[src/rtl/noc_ni_tx.sv]
// Transmit network interface: PE messages become head/body/tail wormhole flits for a mesh router injection port.
// Optional per-node flit/packet counters are enabled with `define NOC_NI_STATS_EN.
module noc_ni_tx #(
    parameter int unsigned DATA_W     = 32,
    parameter int unsigned X_W        = 2,
    parameter int unsigned Y_W        = 2,
    parameter int unsigned SRC_X      = 0,
    parameter int unsigned SRC_Y      = 0,
    parameter int unsigned LEN_W      = 4,
    parameter int unsigned FIFO_DEPTH = 4
) (
    input  logic              clk,
    input  logic              rst,
    input  logic              msg_valid,
    output logic              msg_ready,
    input  logic [X_W-1:0]    msg_dx,
    input  logic [Y_W-1:0]    msg_dy,
    input  logic [LEN_W-1:0]  msg_len,
    input  logic              pld_valid,
    output logic              pld_ready,
    input  logic [DATA_W-1:0] pld_data,
    output logic              flit_valid,
    input  logic              flit_ready,
    output logic [DATA_W+1:0] flit_data
`ifdef NOC_NI_STATS_EN
    ,
    output logic [15:0]       stat_pkts,
    output logic [15:0]       stat_flits
`endif
);

    localparam int unsigned PTR_W = $clog2(FIFO_DEPTH);
    localparam int unsigned CNT_W = PTR_W + 1;
    localparam logic [X_W-1:0] SRC_X_V = X_W'(SRC_X);
    localparam logic [Y_W-1:0] SRC_Y_V = Y_W'(SRC_Y);

    localparam logic [1:0] T_BODY = 2'b00;
    localparam logic [1:0] T_HEAD = 2'b01;
    localparam logic [1:0] T_TAIL = 2'b10;
    localparam logic [1:0] T_HT   = 2'b11;

    typedef enum logic [1:0] {
        S_IDLE,
        S_HEAD,
        S_BODY
    } state_t;

    state_t            r_state;
    state_t            w_state_nxt;

    logic [DATA_W-1:0] r_mem [FIFO_DEPTH];
    logic [PTR_W-1:0]  r_wr_ptr;
    logic [PTR_W-1:0]  r_rd_ptr;
    logic [CNT_W-1:0]  r_count;
    logic              w_full;
    logic              w_empty;
    logic              w_push;
    logic              w_pop;

    logic [X_W-1:0]    r_dx;
    logic [Y_W-1:0]    r_dy;
    logic [LEN_W-1:0]  r_len;
    logic [LEN_W-1:0]  r_rem;

    logic              r_flit_valid;
    logic [DATA_W+1:0] r_flit_data;
    logic              w_free;
    logic              w_accept;
    logic              w_load;
    logic [1:0]        w_load_type;
    logic [DATA_W-1:0] w_load_body;
    logic [DATA_W-1:0] w_head_body;
    logic              w_rem_load;
    logic              w_rem_dec;

    // Payload FIFO; ready comes only from the registered count.
    assign w_full    = (r_count == CNT_W'(FIFO_DEPTH));
    assign w_empty   = (r_count == '0);
    assign pld_ready = !rst && !w_full;
    assign w_push    = pld_valid && pld_ready;

    always_ff @(posedge clk) begin
        if (w_push) begin
            r_mem[r_wr_ptr] <= pld_data;
        end
    end

    always_ff @(posedge clk) begin
        if (rst) begin
            r_wr_ptr <= '0;
            r_rd_ptr <= '0;
            r_count  <= '0;
        end else begin
            if (w_push) begin
                r_wr_ptr <= r_wr_ptr + PTR_W'(1);
            end
            if (w_pop) begin
                r_rd_ptr <= r_rd_ptr + PTR_W'(1);
            end
            case ({w_push, w_pop})
                2'b10:   r_count <= r_count + CNT_W'(1);
                2'b01:   r_count <= r_count - CNT_W'(1);
                default: r_count <= r_count;
            endcase
        end
    end

    assign w_free      = !r_flit_valid || flit_ready;
    assign w_head_body = DATA_W'({r_dx, r_dy, SRC_X_V, SRC_Y_V, r_len});

    always_ff @(posedge clk) begin
        if (rst) begin
            r_state <= S_IDLE;
        end else begin
            r_state <= w_state_nxt;
        end
    end

    always_comb begin
        w_state_nxt = r_state;
        case (r_state)
            S_IDLE: begin
                if (msg_valid) begin
                    w_state_nxt = S_HEAD;
                end
            end
            S_HEAD: begin
                if (w_free) begin
                    w_state_nxt = (r_len == '0) ? S_IDLE : S_BODY;
                end
            end
            S_BODY: begin
                if (w_free && !w_empty && (r_rem == LEN_W'(1))) begin
                    w_state_nxt = S_IDLE;
                end
            end
            default: w_state_nxt = S_IDLE;
        endcase
    end

    always_comb begin
        msg_ready   = 1'b0;
        w_accept    = 1'b0;
        w_load      = 1'b0;
        w_load_type = T_BODY;
        w_load_body = '0;
        w_pop       = 1'b0;
        w_rem_load  = 1'b0;
        w_rem_dec   = 1'b0;
        case (r_state)
            S_IDLE: begin
                msg_ready = !rst;
                w_accept  = msg_valid;
            end
            S_HEAD: begin
                if (w_free) begin
                    w_load      = 1'b1;
                    w_load_type = (r_len == '0) ? T_HT : T_HEAD;
                    w_load_body = w_head_body;
                    w_rem_load  = 1'b1;
                end
            end
            S_BODY: begin
                // An empty FIFO here leaves the stage idle: a bubble, not an abort.
                if (w_free && !w_empty) begin
                    w_load      = 1'b1;
                    w_pop       = 1'b1;
                    w_rem_dec   = 1'b1;
                    w_load_type = (r_rem == LEN_W'(1)) ? T_TAIL : T_BODY;
                    w_load_body = r_mem[r_rd_ptr];
                end
            end
            default: begin
                msg_ready = 1'b0;
            end
        endcase
    end

    always_ff @(posedge clk) begin
        if (rst) begin
            r_dx  <= '0;
            r_dy  <= '0;
            r_len <= '0;
            r_rem <= '0;
        end else begin
            if (w_accept) begin
                r_dx  <= msg_dx;
                r_dy  <= msg_dy;
                r_len <= msg_len;
            end
            if (w_rem_load) begin
                r_rem <= r_len;
            end else if (w_rem_dec) begin
                r_rem <= r_rem - LEN_W'(1);
            end
        end
    end

    // Registered output stage; data only changes on a load, so it holds under backpressure.
    always_ff @(posedge clk) begin
        if (rst) begin
            r_flit_valid <= 1'b0;
            r_flit_data  <= '0;
        end else if (w_load) begin
            r_flit_valid <= 1'b1;
            r_flit_data  <= {w_load_type, w_load_body};
        end else if (flit_ready) begin
            r_flit_valid <= 1'b0;
        end
    end

    assign flit_valid = r_flit_valid;
    assign flit_data  = r_flit_data;

`ifdef NOC_NI_STATS_EN
    logic        w_hs;
    logic [15:0] r_stat_pkts;
    logic [15:0] r_stat_flits;

    assign w_hs = r_flit_valid && flit_ready;

    // Type bit 0 is set only for head-bearing flits (01 and 11).
    always_ff @(posedge clk) begin
        if (rst) begin
            r_stat_pkts  <= '0;
            r_stat_flits <= '0;
        end else if (w_hs) begin
            r_stat_flits <= r_stat_flits + 16'd1;
            if (r_flit_data[DATA_W]) begin
                r_stat_pkts <= r_stat_pkts + 16'd1;
            end
        end
    end

    assign stat_pkts  = r_stat_pkts;
    assign stat_flits = r_stat_flits;
`endif

endmodule

[config.mk]
export PLATFORM = sky130hd
export DESIGN_NAME = noc_ni_tx
export DESIGN_NICKNAME = d
export VERILOG_FILES = /design/src/rtl/noc_ni_tx.sv
export SDC_FILE = /design/constraint.sdc
export NUM_CORES = 1
export LEC_CHECK = 0
export ABC_AREA = 1
export CORE_MARGIN = 8
export CORE_UTILIZATION = 45
export DETAILED_ROUTE_END_ITERATION = 8
export PLACE_DENSITY_LB_ADDON = 0.08
export SLEW_MARGIN = 20
export SYNTH_ARGS = -nofsm -noshare
export SYNTH_HDL_FRONTEND = slang
export SYNTH_SLANG_ARGS = --single-unit
[constraint.sdc]
create_clock -name clk -period 4 [get_ports clk]
set_clock_uncertainty 0.2 [all_clocks]
set_input_delay 0.6 -clock clk [delete_from_list [all_inputs] [get_ports clk]]
set_output_delay 0.6 -clock clk [all_outputs]
set_load 0.01 [all_outputs]
# --- Yosys cells after proc, flatten, opt, wreduce, memory -nomap -nowiden ---
# Memory sizes are Yosys's and may differ from the RTL's. A register that Yosys moved wholly into a read port is not among the register bits.
# Cells that the tools add are included.
word_totals:
  input_bits: 45
  wordCells: 70
  ram_bits: 128
  regBits: 56
  memories: 1
  output_inout_bits: 37
op_classes:
  reduce_logical: 16
  eq_ne: 9
  muxes: 29
  addsub: 5
mem_list:
  columns: ["name", "depth", "width", "rd", "rd_clocked_by_memory_dff", "write_ports", "line", "source"]
  rows:
  - ["r_mem", 4, 32, 1, 1, 1, "51", "logic [DATA_W-1:0] r_mem [FIFO_DEPTH];"]
op_table:
  columns: ["cell", "count"]
  rows:
  - ["$pmux W32 S2", 1]
  - ["$mux W32", 1]
  - ["$mux W2", 10]
  - ["$mux W12", 1]
  - ["$mux W1", 10]
  - ["$mux W4", 2]
  - ["$ne A2 B2 Y1 const B", 3]
  - ["$pmux W2 S3", 1]
  - ["$pmux W3 S2", 1]
  - ["$reduce_bool A2 Y1", 3]
  - ["$add A2 B1 Y2 const B", 2]
  - ["$eq A2 B1 Y1 const B", 2]
  - ["$eq A2 B2 Y1 const B", 2]
  - ["$eq A4 B1 Y1 const B", 1]
  - ["$logic_and A1 B1 Y1", 4]
  - ["$logic_not A1 Y1", 4]
  - ["$logic_not A4 Y1", 1]
  - ["$pmux W2 S2", 1]
  - ["$sub A4 B1 Y4 const B", 1]
  - ["$add A3 B1 Y3 const B", 1]
  - ["$eq A3 B3 Y1 const B", 1]
  - ["$logic_not A3 Y1", 1]
  - ["$reduce_and A3 Y1", 1]
  - ["$sub A3 B1 Y3 const B", 1]
  - ["other kinds (3)", 3]

# --- Depth between registers and ports, before layout ---
# Gate-level depths: netlist of run 1.
logic_depth:
  word_depth: 7
  depth_mapped: 12
  depth_no_buf: 11

# --- Least setup slack after synthesis of run 1 ---
# Ideal clock, no wire load.
synth_timing:
  path_kind: "input port to flip-flop"
  startpoint: "input rst"
  endpoint: "memory r_mem[0][0] (enable)"
  path_slack_ns: 0.776
  n_path_buf: 1
  setup_ns: 0.421
  t_arrival_ns: 2.603
  cell_stages: 4
  t_required_ns: 3.379
  cell_sequence: "clkbuf_1 a21oi_1 nand2_1 nor2_1"
synth_between:
  elab_chain_len: 5
synth_rtl:
  columns: ["item", "line", "source"]
  rows:
  - ["start: declaration", "13", "input logic rst,"]
  - ["$logic_not A1 Y1", "79", "assign pld_ready = !rst && !w_full;"]
  - ["$logic_and A1 B1 Y1", "79", null]
  - ["named net pld_ready", "20", "output logic pld_ready,"]
  - ["$logic_and A1 B1 Y1", "80", "assign w_push = pld_valid && pld_ready;"]
  - ["$mux W1", "83", "if (w_push) begin"]
  - ["$mux W1 (implied by the code)", "84", "r_mem[r_wr_ptr] <= pld_data;"]
  - ["end: declaration", "51", null]
# The timed path passes the listed nets, and every way through them passes these cells.

# --- Final worst setup path of run 1 ---
layout_timing:
  startpoint: "input rst"
  endpoint: "output msg_ready"
layout_between:
  elab_chain_len: 2
layout_rtl:
  columns: ["item", "line", "source"]
  rows:
  - ["$logic_not A1 Y1", "152", "msg_ready = !rst;"]
  - ["$mux W1", "150", "case (r_state)"]
  - ["end: declaration", "15", "output logic msg_ready,"]
# Every way passes these cells.

==> results of run 1 <==
## cell usage in the layout, fill, tap and decap left out, types with 3 or more instances in the layout
master           Yosys  final
nand2_1            181    181
a21oi_1             40     40
dfxtp_1             58     57
clkbuf_16            0     17
buf_12               0      3
nand3_1             22     22
clkinv_4             0      4
nand2_4              3      3
bufinv_16            0      3
ha_1                10     10
nor2_4               1      5
buf_4                9      6
inv_1               73     73
o21ai_0             65     65
clkdlybuf4s50_1      0     81
nor2_1             144    140
edfxtp_1           128    128
## stage by stage
step | setup WS, ns | instance area (sq um) | utilization, % | power, uW
CTS | 1.13 | 9220 | 55.8 | 5120
finish | 1.14 | 9220 | 55.8 | 5070
detailed placement | 0.911 | 8610 | 52.1 | 3400
global placement | 0.961 | 8610 | 52.1 | 3370
floorplan | 0.776 | 7590 | - | 3060
global route | 1.09 | 9220 | 55.8 | 5330
## cell type report
type | instances | area [sq um]
Sequential cell | 186 | 5010
Timing Repair Buffer | 90 | 916
Fill cell | 1410 | 7310
Clock inverter | 14 | 170
Inverter | 74 | 278
Multi-Input combinational cell | 474 | 2130
Tap cell | 220 | 275
Clock buffer | 18 | 439
## worst paths after layout
| check | startpoint | to | slack (ns) |
|---|---|---|---|
| worst min-delay path | flit_data[19]$_SDFFE_PP0P_ | flit_data[19]$_SDFFE_PP0P_ | 0.26 |
| worst max register to register | r_state[0]$_SDFFE_PP0P_ | r_count[2]$_SDFFE_PP0P_ | 1.46 |
| worst min register to register | flit_data[19]$_SDFFE_PP0P_ | flit_data[19]$_SDFFE_PP0P_ | 0.26 |
| worst max-delay path | rst | msg_ready | 1.14 |
## worst max-delay path: cells and delay by family
family / cells / cell delay [ns]
simple gates: 1 / 0.09
buf+inv: 3 / 1.35
## flip-flops by register name (all words and copies together), names as in the netlist, named ones only
register,cells
r_wr_ptr,2
r_state,2
r_count,3
r_mem,128
r_rd_ptr,2
r_dx,2
r_len,4
flit_data,34
r_rem,4
r_dy,2
flit_valid,1
## metal layers
metal / vias to the layer above / share of wire, % / track usage, %
li1: 2640 / - / -
met1: 2427 / 45 / 19.0
met2: 98 / 49 / 26.4
met3: 12 / 4.3 / 3.76
met4: 0 / 0.96 / 4.69
met5: - / 0 / 0
## report_power, final
part	leakage, uW	switching (uW)	internal (uW)	total [uW]
Sequential	0.00164	83.8	2210	2290
Combinational	0.00164	658	400	1060
Clock	0.000292	718	1000	1720
## cells by family (layout without fill, tap and decap cells)
group           Yosys count  count (layout)  share of synthesized area, %
xor+xnor                  1               1                         0.115
simple gates            356             356                          18.7
compound gates          106             106                          7.01
buf+inv                 108             196                          6.32
fa+ha+maj                11              11                          1.91
flops                   186             186                          66.0
## cell usage after synthesis, types with 2 or more instances
library cell / count
clkbuf_1: 11
buf_4: 9
nand4_1: 2
buf_1: 2
dfxtp_1: 58
buf_6: 4
buf_2: 8
nor2_1: 144
a21oi_1: 40
ha_1: 10
nand2_1: 181
o21ai_0: 65
nand3_1: 22
edfxtp_1: 128
inv_1: 73
nand2_4: 3
==> results.cfg, run 1 <==
[status]
status = finished clean

[synth]
synthCells = 768
synth_area_sq_mm = 0.00759
yosysTopAreaCell = edfxtp_1
netlist.area_leader.share_pct = 50.7
synthFlopType = edfxtp_1
avgSynthCellArea_sq_um = 9.88
ys_types = 24
async_flop_share_pct = 0
ys.warnings.count = 0
syn_nets = 824
synthTopCellsByArea = edfxtp_1 51%, dfxtp_1 15%, nand2_1 9.0%, nor2_1 7.1%, o21ai_0 4.3%
seq_area_frac_synth_pct = 66.0
synth_edf_count = 128
ys_ff_latch = 186

[timing]
fin_crit_ns = 2.86
slew_headroom_pct = 33.8
rsz0062_at_grt = false
finalSetupViolations = 0
whs_ns = 0.258
worst_pin_slew_ns = 0.992
max_freq_ghz = 0.350
tns_ns = 0
slew_violations = 0
hold_violations = 0
finalCritPeriodShare_pct = 71.4

[floorplan]
rows = 47
core_sq_mm = 0.0165
die_w_microns = 146
die_h_microns = 146
design.die.area_sq_mm = 0.0213
initial_core_util_pct = 45.9
io_pins = 82

[detailed_routing]
vias = 5177
antenna_left = 0
wl_mm = 16.4
drc = 0
drt-pass1-iter-count = 4
drtIter0Drc = 298
wire_per_inst_microns = 15.3
vias_per_cell = 4.81

[finish]
area_delta_synth_final_pct = 21.5
diodes = 0
num-nets-final = 899
drive_gt1_share_pct = 6.07
finalNonFillerCells = 1076

[grt]
grt_use_total_pct = 15.5
antenna_found_initial = 0
overflow = 0
grt_max_degree = 65
grt_pass1_wl_mm = 26.1
grt_pass1_vias = 5140

[clock_tree]
cts_setup_buffers = 0
clockRootBuffer = clkbuf_16
cts.clk_slew.worst_paths_ns = 0.06
max-clock-path-buffers = 2
cts_resized = 0
hold_buffers = 0
cts_tree = built
cts_max_level = 4
clock_sinks = 186
numCtsBuffers = 17
clk_latency_ns = 0.42

[run]
maxCapViolations = 0

[setup_path]
cp_slowest_cell = clkdlybuf4s50_1
worstPathRequired_ns = 3.20
reg2regPathDepth = 11
path_class = in2out
path_max_fanout = 32
critical_path_arrival_ns = 2.06
crit_path_max_incr_delay_ns = 0.49
path_cells = clkdlybuf4s50_1 -> buf_4 -> nor2_1 -> clkdlybuf4s50_1
startpoint_type = input port
critPathCaptureType = output port
cp_common_cell = clkdlybuf4s50_1

[placed_design]
gp_congestion = 0.781
dp_hpwl_mm = 10.4
portBuffers = 81
placed_cells = 1044

[worst_hold_path]
holdPathStages = 2
hold_class = reg2reg

[power]
ir_drop_mv = 0.399
leakagePower_uw = 0.00357
power_density_mw_per_mm2 = 550
Note: power is estimated with default switching activity, not from simulation.
==> run 2, diff against run 1 <==
- clock period: 4 -> 2.85 ns (I/O delays scaled with it)
==> run 2 against run 1 <==
  * Utilization is 0.098 points lower
  * Cell count up 0.93%
  * Critical endpoint unchanged
  * Non-clock buffer count increased by 10
  * Flip-flop and latch count unchanged
  * Power increased by 35%
  * Largest power group unchanged
  * Clock power increased by 26%
  * Setup slack lost 0.66 ns
  * Highest routed layer unchanged
  * Die area stayed put
  * Hold slack better by 0.0041 ns
  * Via count is 1.1% higher
==> results.cfg, run 2 (synthesized netlist as in run 1, its figures left out) <==
[clock_tree]
cts_tree = built
cts_setup_buffers = 0
numCtsBuffers = 17
cts.clk_slew.worst_paths_ns = 0.06
cts_resized = 0
clk_latency_ns = 0.42
max-clock-path-buffers = 2
clock_sinks = 186
clockRootBuffer = clkbuf_16
hold_buffers = 0
cts_max_level = 4

[power]
seq_power_share_pct = 46.8
leakagePower_uw = 0.00358
p_int_uw = 4910
power_uw = 6870
ir_drop_mv = 0.463
p_comb_share_pct = 21.7
power.switching_uw = 1960
swShare_pct = 28.5
clkPwrFrac_pct = 31.5
power_density_mw_per_mm2 = 747

[status]
status = finished clean

[grt]
grt_max_degree = 65
grt_pass1_vias = 5138
overflow = 0
grt_pass1_wl_mm = 26.3
grt_use_total_pct = 15.6
antenna_found_initial = 0

[finish]
area_delta_synth_final_pct = 21.3
final_cell_area_sq_mm = 0.00920
final_common_cell = nand2_1
drive_gt1_share_pct = 6.70
num-nets-final = 909
diodes = 0
top_register = r_mem
largest_register_ff_count = 128
final_cell_mix = 181 x nand2_1, 140 x nor2_1, 128 x edfxtp_1

[detailed_routing]
antenna_left = 0
drtIter0Drc = 374
vias = 5232
wire_per_inst_microns = 15.1
wl_mm = 16.4
drt-pass1-iter-count = 5
drc = 0
vias_per_cell = 4.82

[setup_path]
worstPathRequired_ns = 2.22
cp_common_cell = inv_1
critical_path_arrival_ns = 1.74
crit_family = buffers and inverters
crit_path_max_incr_delay_ns = 0.55
path_class = reg2out
critPathCaptureType = output port
startpoint = r_state[0]$_SDFFE_PP0P_
worst-path-buf-inv = 3
r2r-start = r_state[0]$_SDFFE_PP0P_
startpoint_type = flop
cp_slowest_cell = clkdlybuf4s50_1
path_cells = inv_1 -> ha_1 -> inv_1 -> nor2_1 -> clkdlybuf4s50_1
path_max_fanout = 3

[placed_design]
dp_hpwl_mm = 10.5
place_area_sq_mm = 0.00866
gp_congestion = 0.760
portBuffers = 81

[run]
maxCapViolations = 0

[timing]
rsz0062_at_grt = false
max_freq_ghz = 0.422
fin_crit_ns = 2.37
finalSetupViolations = 0
worst_pin_slew_ns = 0.720
slew_violations = 0
slew_headroom_pct = 52.0
hold_violations = 0
finalCritPeriodShare_pct = 83.1

[floorplan]
rows = 47
die_h_microns = 146
die_w_microns = 146
core_sq_mm = 0.0165
initial_core_util_pct = 45.9
io_pins = 82
design.die.area_sq_mm = 0.0213

[worst_hold_path]
hold_class = reg2reg
min_from = flit_data[15]$_SDFFE_PP0P_
-- run 2: worst paths after layout --
kind              slack (ns)                    endpoint  cells past startpoint
setup / recovery        0.48                   msg_ready                      5
hold / removal          0.26  flit_data[15]$_SDFFE_PP0P_                      2
setup reg to reg        0.57     r_count[2]$_SDFFE_PP0P_                     11
hold reg to reg         0.26  flit_data[15]$_SDFFE_PP0P_                      2
-- run 2: cell type report --
cell class	instances	area [sq um]
Fill cell	1446	7320
Clock inverter	8	71.3
Multi-Input combinational cell	474	2130
Clock buffer	24	472
Timing Repair Buffer	100	966
Tap cell	220	275
Sequential cell	186	5010
Inverter	74	278
-- run 2: tightest hold or removal path: cells and delay by family (launching register included) --
family             cells  cell delay [ns]
and+or+nand+nor        1             0.06
DFF                    1             0.31
AOI/OAI and AO/OA      1             0.05
-- run 2: power by group through the flow --
stage	registers [uW]	clock network [uW]	logic, uW
5_1_grt	3240	2320	1700
3_5_place_dp	3270	0	1510
3_3_place_gp	3260	0	1470
4_1_cts	3220	2210	1520
2_1_floorplan	3290	0	1010
6_report	3210	2160	1490
-- run 2: per-stage QoR --
| step | std cells | setup TNS (ns) | setup WS [ns] | hold slack [ns] | utilization, % |
|---|---|---|---|---|---|
| detailed placement | 1054 | 0 | 0.200 | 0.254 | 52.4 |
| global placement | 1054 | 0 | 0.208 | 0.249 | 52.4 |
| finish | 1086 | 0 | 0.482 | 0.262 | 55.7 |
| floorplan | 768 | -25.84 | -0.202 | 0.243 | - |
| global route | 1086 | 0 | 0.351 | 0.281 | 55.7 |
| CTS | 1086 | 0 | 0.435 | 0.263 | 55.7 |
-- run 2: layer usage --
layer | global-route usage [%] | up-vias | wire, microns
met1 | 19.4 | 2451 | 7540
met5 | 0 | - | 0
met4 | 4.95 | 0 | 195
met2 | 25.7 | 112 | 7900
li1 | - | 2654 | -
met3 | 4.45 | 15 | 724
